## src/rtl/upc_scan_tx.sv

```systemverilog
// upc_scan_tx: serializes an item word as start, data MSB first, even parity, stop.
// Optional UPC_TX_SKID_EN adds a one-entry holding register for gapless back-to-back frames.
module upc_scan_tx #(
   parameter int CLKS_PER_BIT = 4,
   parameter int DATA_W       = 4
) (
   input  logic              clk,
   input  logic              reset,
   input  logic [DATA_W-1:0] in_data,
   input  logic              in_valid,
   output logic              in_ready,
   output logic              tx_line,
   output logic              busy,
   output logic              frame_done
);
   localparam int BW = $clog2(CLKS_PER_BIT) + 1;
   localparam int CW = $clog2(DATA_W) + 1;

   typedef enum logic [2:0] {IDLE, START, DATA, PARITY, STOP} state_t;

   state_t              r_state, w_state_nxt;
   logic [BW-1:0]       r_baud, w_baud_nxt;
   logic [CW-1:0]       r_bit, w_bit_nxt;
   logic [DATA_W-1:0]   r_shift, w_shift_nxt, w_load_data, w_restart_data;
   logic                r_par, w_par_nxt;
   logic                r_tx, r_busy, r_done;
   logic                w_tx_nxt, w_busy_nxt, w_done_nxt;
   logic                w_tick, w_xfer, w_last, w_load, w_restart;

   assign w_tick = r_baud == BW'(CLKS_PER_BIT - 1);
   assign w_xfer = in_valid && in_ready;
   assign w_last = (r_state == STOP) && w_tick;

`ifdef UPC_TX_SKID_EN
   logic [DATA_W-1:0] r_hold;
   logic              r_hold_v;
   assign in_ready       = reset && ((r_state == IDLE) || !r_hold_v);
   assign w_restart      = w_last && (r_hold_v || w_xfer);
   assign w_restart_data = r_hold_v ? r_hold : in_data;
   // A word arriving in the last stop cycle with the holding register empty bypasses it.
   always_ff @(posedge clk or negedge reset) begin
      if (!reset) begin
         r_hold   <= '0;
         r_hold_v <= 1'b0;
      end else if (w_last) begin
         r_hold_v <= 1'b0;
      end else if (w_xfer && r_state != IDLE) begin
         r_hold   <= in_data;
         r_hold_v <= 1'b1;
      end
   end
`else
   assign in_ready       = reset && (r_state == IDLE);
   assign w_restart      = 1'b0;
   assign w_restart_data = in_data;
`endif

   always_ff @(posedge clk or negedge reset) begin
      if (!reset) begin
         r_state <= IDLE;
         r_baud  <= '0;
         r_bit   <= '0;
         r_shift <= '0;
         r_par   <= 1'b0;
         r_tx    <= 1'b1;
         r_busy  <= 1'b0;
         r_done  <= 1'b0;
      end else begin
         r_state <= w_state_nxt;
         r_baud  <= w_baud_nxt;
         r_bit   <= w_bit_nxt;
         r_shift <= w_shift_nxt;
         r_par   <= w_par_nxt;
         r_tx    <= w_tx_nxt;
         r_busy  <= w_busy_nxt;
         r_done  <= w_done_nxt;
      end
   end

   always_comb begin
      w_state_nxt = r_state;
      w_baud_nxt  = (r_state == IDLE || w_tick) ? '0 : r_baud + BW'(1);
      w_bit_nxt   = r_bit;
      w_shift_nxt = r_shift;
      w_par_nxt   = r_par;
      w_load      = 1'b0;
      w_load_data = in_data;
      case (r_state)
         IDLE: if (w_xfer) begin
            w_state_nxt = START;
            w_load      = 1'b1;
         end
         START: if (w_tick) begin
            w_state_nxt = DATA;
            w_bit_nxt   = '0;
         end
         DATA: if (w_tick) begin
            w_shift_nxt = r_shift << 1;
            w_bit_nxt   = r_bit + CW'(1);
            if (r_bit == CW'(DATA_W - 1)) w_state_nxt = PARITY;
         end
         PARITY: if (w_tick) w_state_nxt = STOP;
         STOP: if (w_tick) begin
            w_state_nxt = w_restart ? START : IDLE;
            w_load      = w_restart;
            w_load_data = w_restart_data;
         end
         default: w_state_nxt = IDLE;
      endcase
      if (w_load) begin
         w_shift_nxt = w_load_data;
         w_par_nxt   = ^w_load_data;
      end
   end

   // Outputs are decoded from next-state values so they land in registers.
   always_comb begin
      w_tx_nxt   = (w_state_nxt == START)  ? 1'b0 :
                   (w_state_nxt == DATA)   ? w_shift_nxt[DATA_W-1] :
                   (w_state_nxt == PARITY) ? w_par_nxt : 1'b1;
      w_busy_nxt = w_state_nxt != IDLE;
      w_done_nxt = (w_state_nxt == STOP) && (w_baud_nxt == BW'(CLKS_PER_BIT - 1));
   end

   assign tx_line    = r_tx;
   assign busy       = r_busy;
   assign frame_done = r_done;
endmodule

```

## config.mk

```make
export PLATFORM = sky130hd
export DESIGN_NAME = upc_scan_tx
export DESIGN_NICKNAME = d
export VERILOG_FILES = /design/src/rtl/upc_scan_tx.sv
export SDC_FILE = /design/constraint.sdc
export NUM_CORES = 1
export LEC_CHECK = 0
export CAP_MARGIN = 20
export CORE_MARGIN = 4
export CORE_UTILIZATION = 27
export DETAILED_ROUTE_END_ITERATION = 8
export GPL_TIMING_DRIVEN = 0
export SYNTH_ARGS = -nofsm -noshare
export SYNTH_HDL_FRONTEND = slang
export SYNTH_SLANG_ARGS = --single-unit
```

## constraint.sdc

```tcl
create_clock -name clk -period 1.7 [get_ports clk]
set_input_delay 0.34 -clock clk [delete_from_list [all_inputs] [get_ports clk]]
set_output_delay 0.34 -clock clk [all_outputs]
set_load 0.01 [all_outputs]
```

==> impl_results.md <==
* Met2 routed WL at 865 um
* Final GP Congestion at 0.766
* Req. time, crit path at between 1.5 and 2 ns
* Yosys warning count at 0
* Later-pin clock latency in the skew report at 0.30 ns
* Capture instance of the worst register-to-register path: frame_done
* Count of buffers inserted at the top-level ports at 10
* Logic gate share of total power at 49.0%
* Clock share of power at 12.7%
* Clock Path Buffers at 2
* Class of the most critical hold timing path: flip-flop to flip-flop
* CP startpoint: r_baud[0]
* Area growth from synthesis to layout at 30.4%
* Final Hold Vio Count at 0
* Wire length of the first global-routing pass at 3020 um
* Most repeated cell in the gate-level netlist after synthesis: dfrtp_1
* Initial core utilization at 29.1%
* Final Critical Period at 1.66 ns
* Sequential share of the synthesized area at between 40% and 50%
* Routed vias at 677
* Global-route usage over all layers at under 10%
* Number of antenna repair diodes at 0
* Total number of H-tree levels at 1
* Routed Antenna Nets at 0
* Number of violations reported at the end of detailed-routing iteration 0 at 23
* Number of enable-type register cells in the synthesized netlist at 0
* Routed metal-1 wirelength at between 700 and 800 um
* FILL cells at 316
* Top area cells in the synthesized netlist: dfrtp_1 (44%), ha_1 (6.9%), nand2_1 (5.4%)
* Depth of the worst register-to-register path at 6
* Die Footprint at 4370 sq um
* Number of global-route vias before repair at slightly below 700
* Average wire length per cell after detail routing at approximately 12 um
* HPWL after detailed placement at 1190 um
* Total number of clock tree sinks at 17
* Critical register-to-register path startpoint: r_baud[0]
* Overflow left after global routing at 0
* Top FF cell, synth: dfrtp_1
* DIE WIDTH at 66.1 um
* Netlist Area Pre-Place at 911 sq um
* IR Drop Worst-Case VDD at between 500 and 600 uV
* Total area of multi-input combinational cells at between 400 and 500 sq um
* FF+latch area at 429 sq um
* Cell row count at 20
* Yosys top cell by area: dfrtp_1
* Pwr per Cell Area at 1450 nW/um^2
* Fraction of final layout cells with drive strength greater than 1 at 27.6%
* Total CTS buffers at 3
* Setup repair after global routing missed its margin: no
* Number of library cell types mapped by synthesis at 32
* Sequential group share of total power at 38.3%
* Met3 routed wirelength at 105 um
* Standby leakage power at 0.512 nW
* Synthesized Nets at 97
* Switching share of power at a little under two fifths
* Post-layout net count at 118
* Routed wire length at between 1500 and 2000 um
* Switching power at 0.000637 W
* Fraction of post-synthesis cell area in the top cell type by area at 44.0%
* Transition time at the pin with the least slew margin at 0.724 ns
* Design Area, Final at 1190 sq um
* I/O pin count at 11
* Clock slew seen by the registers of the worst setup and hold paths at 0.10 ns
* Max Fanout on Critical Path at 10
* Worst Hold Margin at 0.494 ns
* Post-Synthesis Cells at 85
* DR DRC count at 0
* Number of violations of the max-capacitance limit at 0
* End point of the critical path: frame_done
* Top cells by instance count after synthesis: dfrtp_1 (16), nand2_1 (13), ha_1 (5)
* Flip-flop and latch count after synthesis at 17
* Slew Limit Fails at 0
* Cell chosen for the clock root: clkbuf_4
* Placed standard-cell area at around 1100 sq um
* Vertical die dimension at 66.1 um
* Power Internal at 0.00108 W
* CP Class: flip-flop to flip-flop
* Core area at 3130 sq um
* Reg-to-reg slack, setup at 0.04 ns
* Antenna violations before repair at 0
* Crit share post-route at 97.4%
* Async SR Flop Fraction at between 90% and 100%
* Average vias per placed instance at 4.54
* Iteration count of the initial detailed-routing pass at 4
* Post-route clock skew at 0.00372 ns
* Data arrival time of the critical path at 1.85 ns
* Largest net degree at the start of global routing at 17
* Syn_area_per_cell at 10.7 sq um
* Count of final setup violators at 0
* Critical path capture point type: flip-flop
* Critical path startpoint category: flip-flop
* Slew Limit Headroom at 51.6%
* Top routing layer in use: met4
* Run status: complete, no violations
* Maximum clock frequency at 0.604 GHz
* Clock tree from TritonCTS: built
-- stage by stage --
step | worst slack, ns | cells | total power (W) | utilization [%] | setup TNS, ns
floorplan | 0.0160 | 85 | 0.00118 | - | 0
detailed placement | -1.02 | 139 | 0.00138 | 34.1 | -6.34
finish | 0.0440 | 149 | 0.00172 | 38.0 | 0
CTS | 0.00549 | 146 | 0.00168 | 37.0 | 0
global placement | -1.03 | 139 | 0.00136 | 34.1 | -6.18
global route | 0.00132 | 149 | 0.00187 | 38.0 | 0
-- layout by cell type (no fill, tap or decap), types with 2 or more instances in the layout --
| cell type | synthesis | layout |
|---|---|---|
| nor4b_4 | 1 | 2 |
| xnor2_1 | 3 | 3 |
| buf_6 | 2 | 2 |
| inv_1 | 4 | 4 |
| dfrtp_1 | 16 | 14 |
| ha_1 | 5 | 3 |
| and4bb_1 | 2 | 2 |
| nand3b_1 | 4 | 4 |
| nor2_1 | 2 | 2 |
| nand2_1 | 13 | 13 |
| clkdlybuf4s50_1 | 0 | 7 |
| dfrtp_2 | 0 | 2 |
| nor3b_1 | 2 | 2 |
| buf_4 | 1 | 5 |
| a21oi_1 | 4 | 2 |
| dlygate4sd3_1 | 0 | 2 |
| buf_2 | 0 | 2 |
| nor3_1 | 3 | 3 |
| o21ai_0 | 4 | 4 |
| ha_2 | 0 | 2 |
| a32oi_1 | 2 | 2 |
| nand3_1 | 2 | 2 |
| a21oi_4 | 0 | 2 |
| clkbuf_4 | 0 | 3 |
-- registers in the layout, summed over array words and instances, names as in the netlist --
signal	cells
r_par	1
frame_done	1
r_shift	4
r_bit	3
r_baud	3
tx_line	1
r_state	3
busy	1
-- critical path: stages, from the launching register on --
cell	delay, ns
dfrtp_1	0.40
ha_2	0.20
ha_2	0.19
clkbuf_8	0.16
and3b_2	0.23
a21oi_4	0.15
and4bb_1	0.22
-- power groups by stage --
| stage | logic, W | clock network (W) | registers (W) |
|---|---|---|---|
| floorplan | 0.000510 | 0 | 0.000668 |
| global placement | 0.000695 | 0 | 0.000669 |
| CTS | 0.000784 | 0.000227 | 0.000668 |
| detailed placement | 0.000707 | 0 | 0.000676 |
| global route | 0.000935 | 0.000252 | 0.000678 |
| finish | 0.000843 | 0.000219 | 0.000659 |
-- timing repair --
action                     4_1_cts  5_1_grt
setup endpoints to repair       13        3
resized for setup               19        4
pin swaps                        2        2
hold endpoints to repair        16        1
hold buffers                     1        1
setup buffers                    2        2
-- how the worst min path moves through the flow --
| stage | slack [ns] | cells after the start | from | endpoint |
|---|---|---|---|---|
| after detailed placement | 0.46 | 1 | r_baud[0] | r_baud[0] |
| after global placement | 0.45 | 1 | r_baud[0] | r_baud[0] |
| after floorplan | 0.04 | 0 | reset | busy |
| after CTS | 0.008 | 1 | reset | tx_line |
| after global routing | 0.54 | 2 | r_shift[0] | r_shift[1] |
| final | 0.49 | 2 | r_bit[2] | r_bit[2] |
-- cell families after synthesis --
logic type	after synthesis	share of synthesized area [%]
AO/OA/AOI/OAI	14	10.4
XOR/XNOR	3	2.89
adder cells (fa/ha/maj)	5	6.87
buffers and inverters	8	5.36
flip-flops	17	46.8
multiplexers	2	2.34
AND/OR/NAND/NOR	36	25.3
-- routing by layer --
layer | global-route usage, % | vias to the layer above
met3 | 4.25 | 4
met2 | 14.6 | 16
met4 | 3.81 | 0
li1 | - | 341
met1 | 11.1 | 316
met5 | 0 | -
-- area by class of cell --
class,instances,share of cell area (%)
Tap cell,44,4.64
Clock buffer,3,1.90
Clock inverter,1,0.421
Sequential cell,17,36.1
Timing Repair Buffer,16,11.7
Multi-Input combinational cell,60,40.3
Inverter,4,1.26
Buffer,4,3.69
Power figures use the tool's default switching activity.
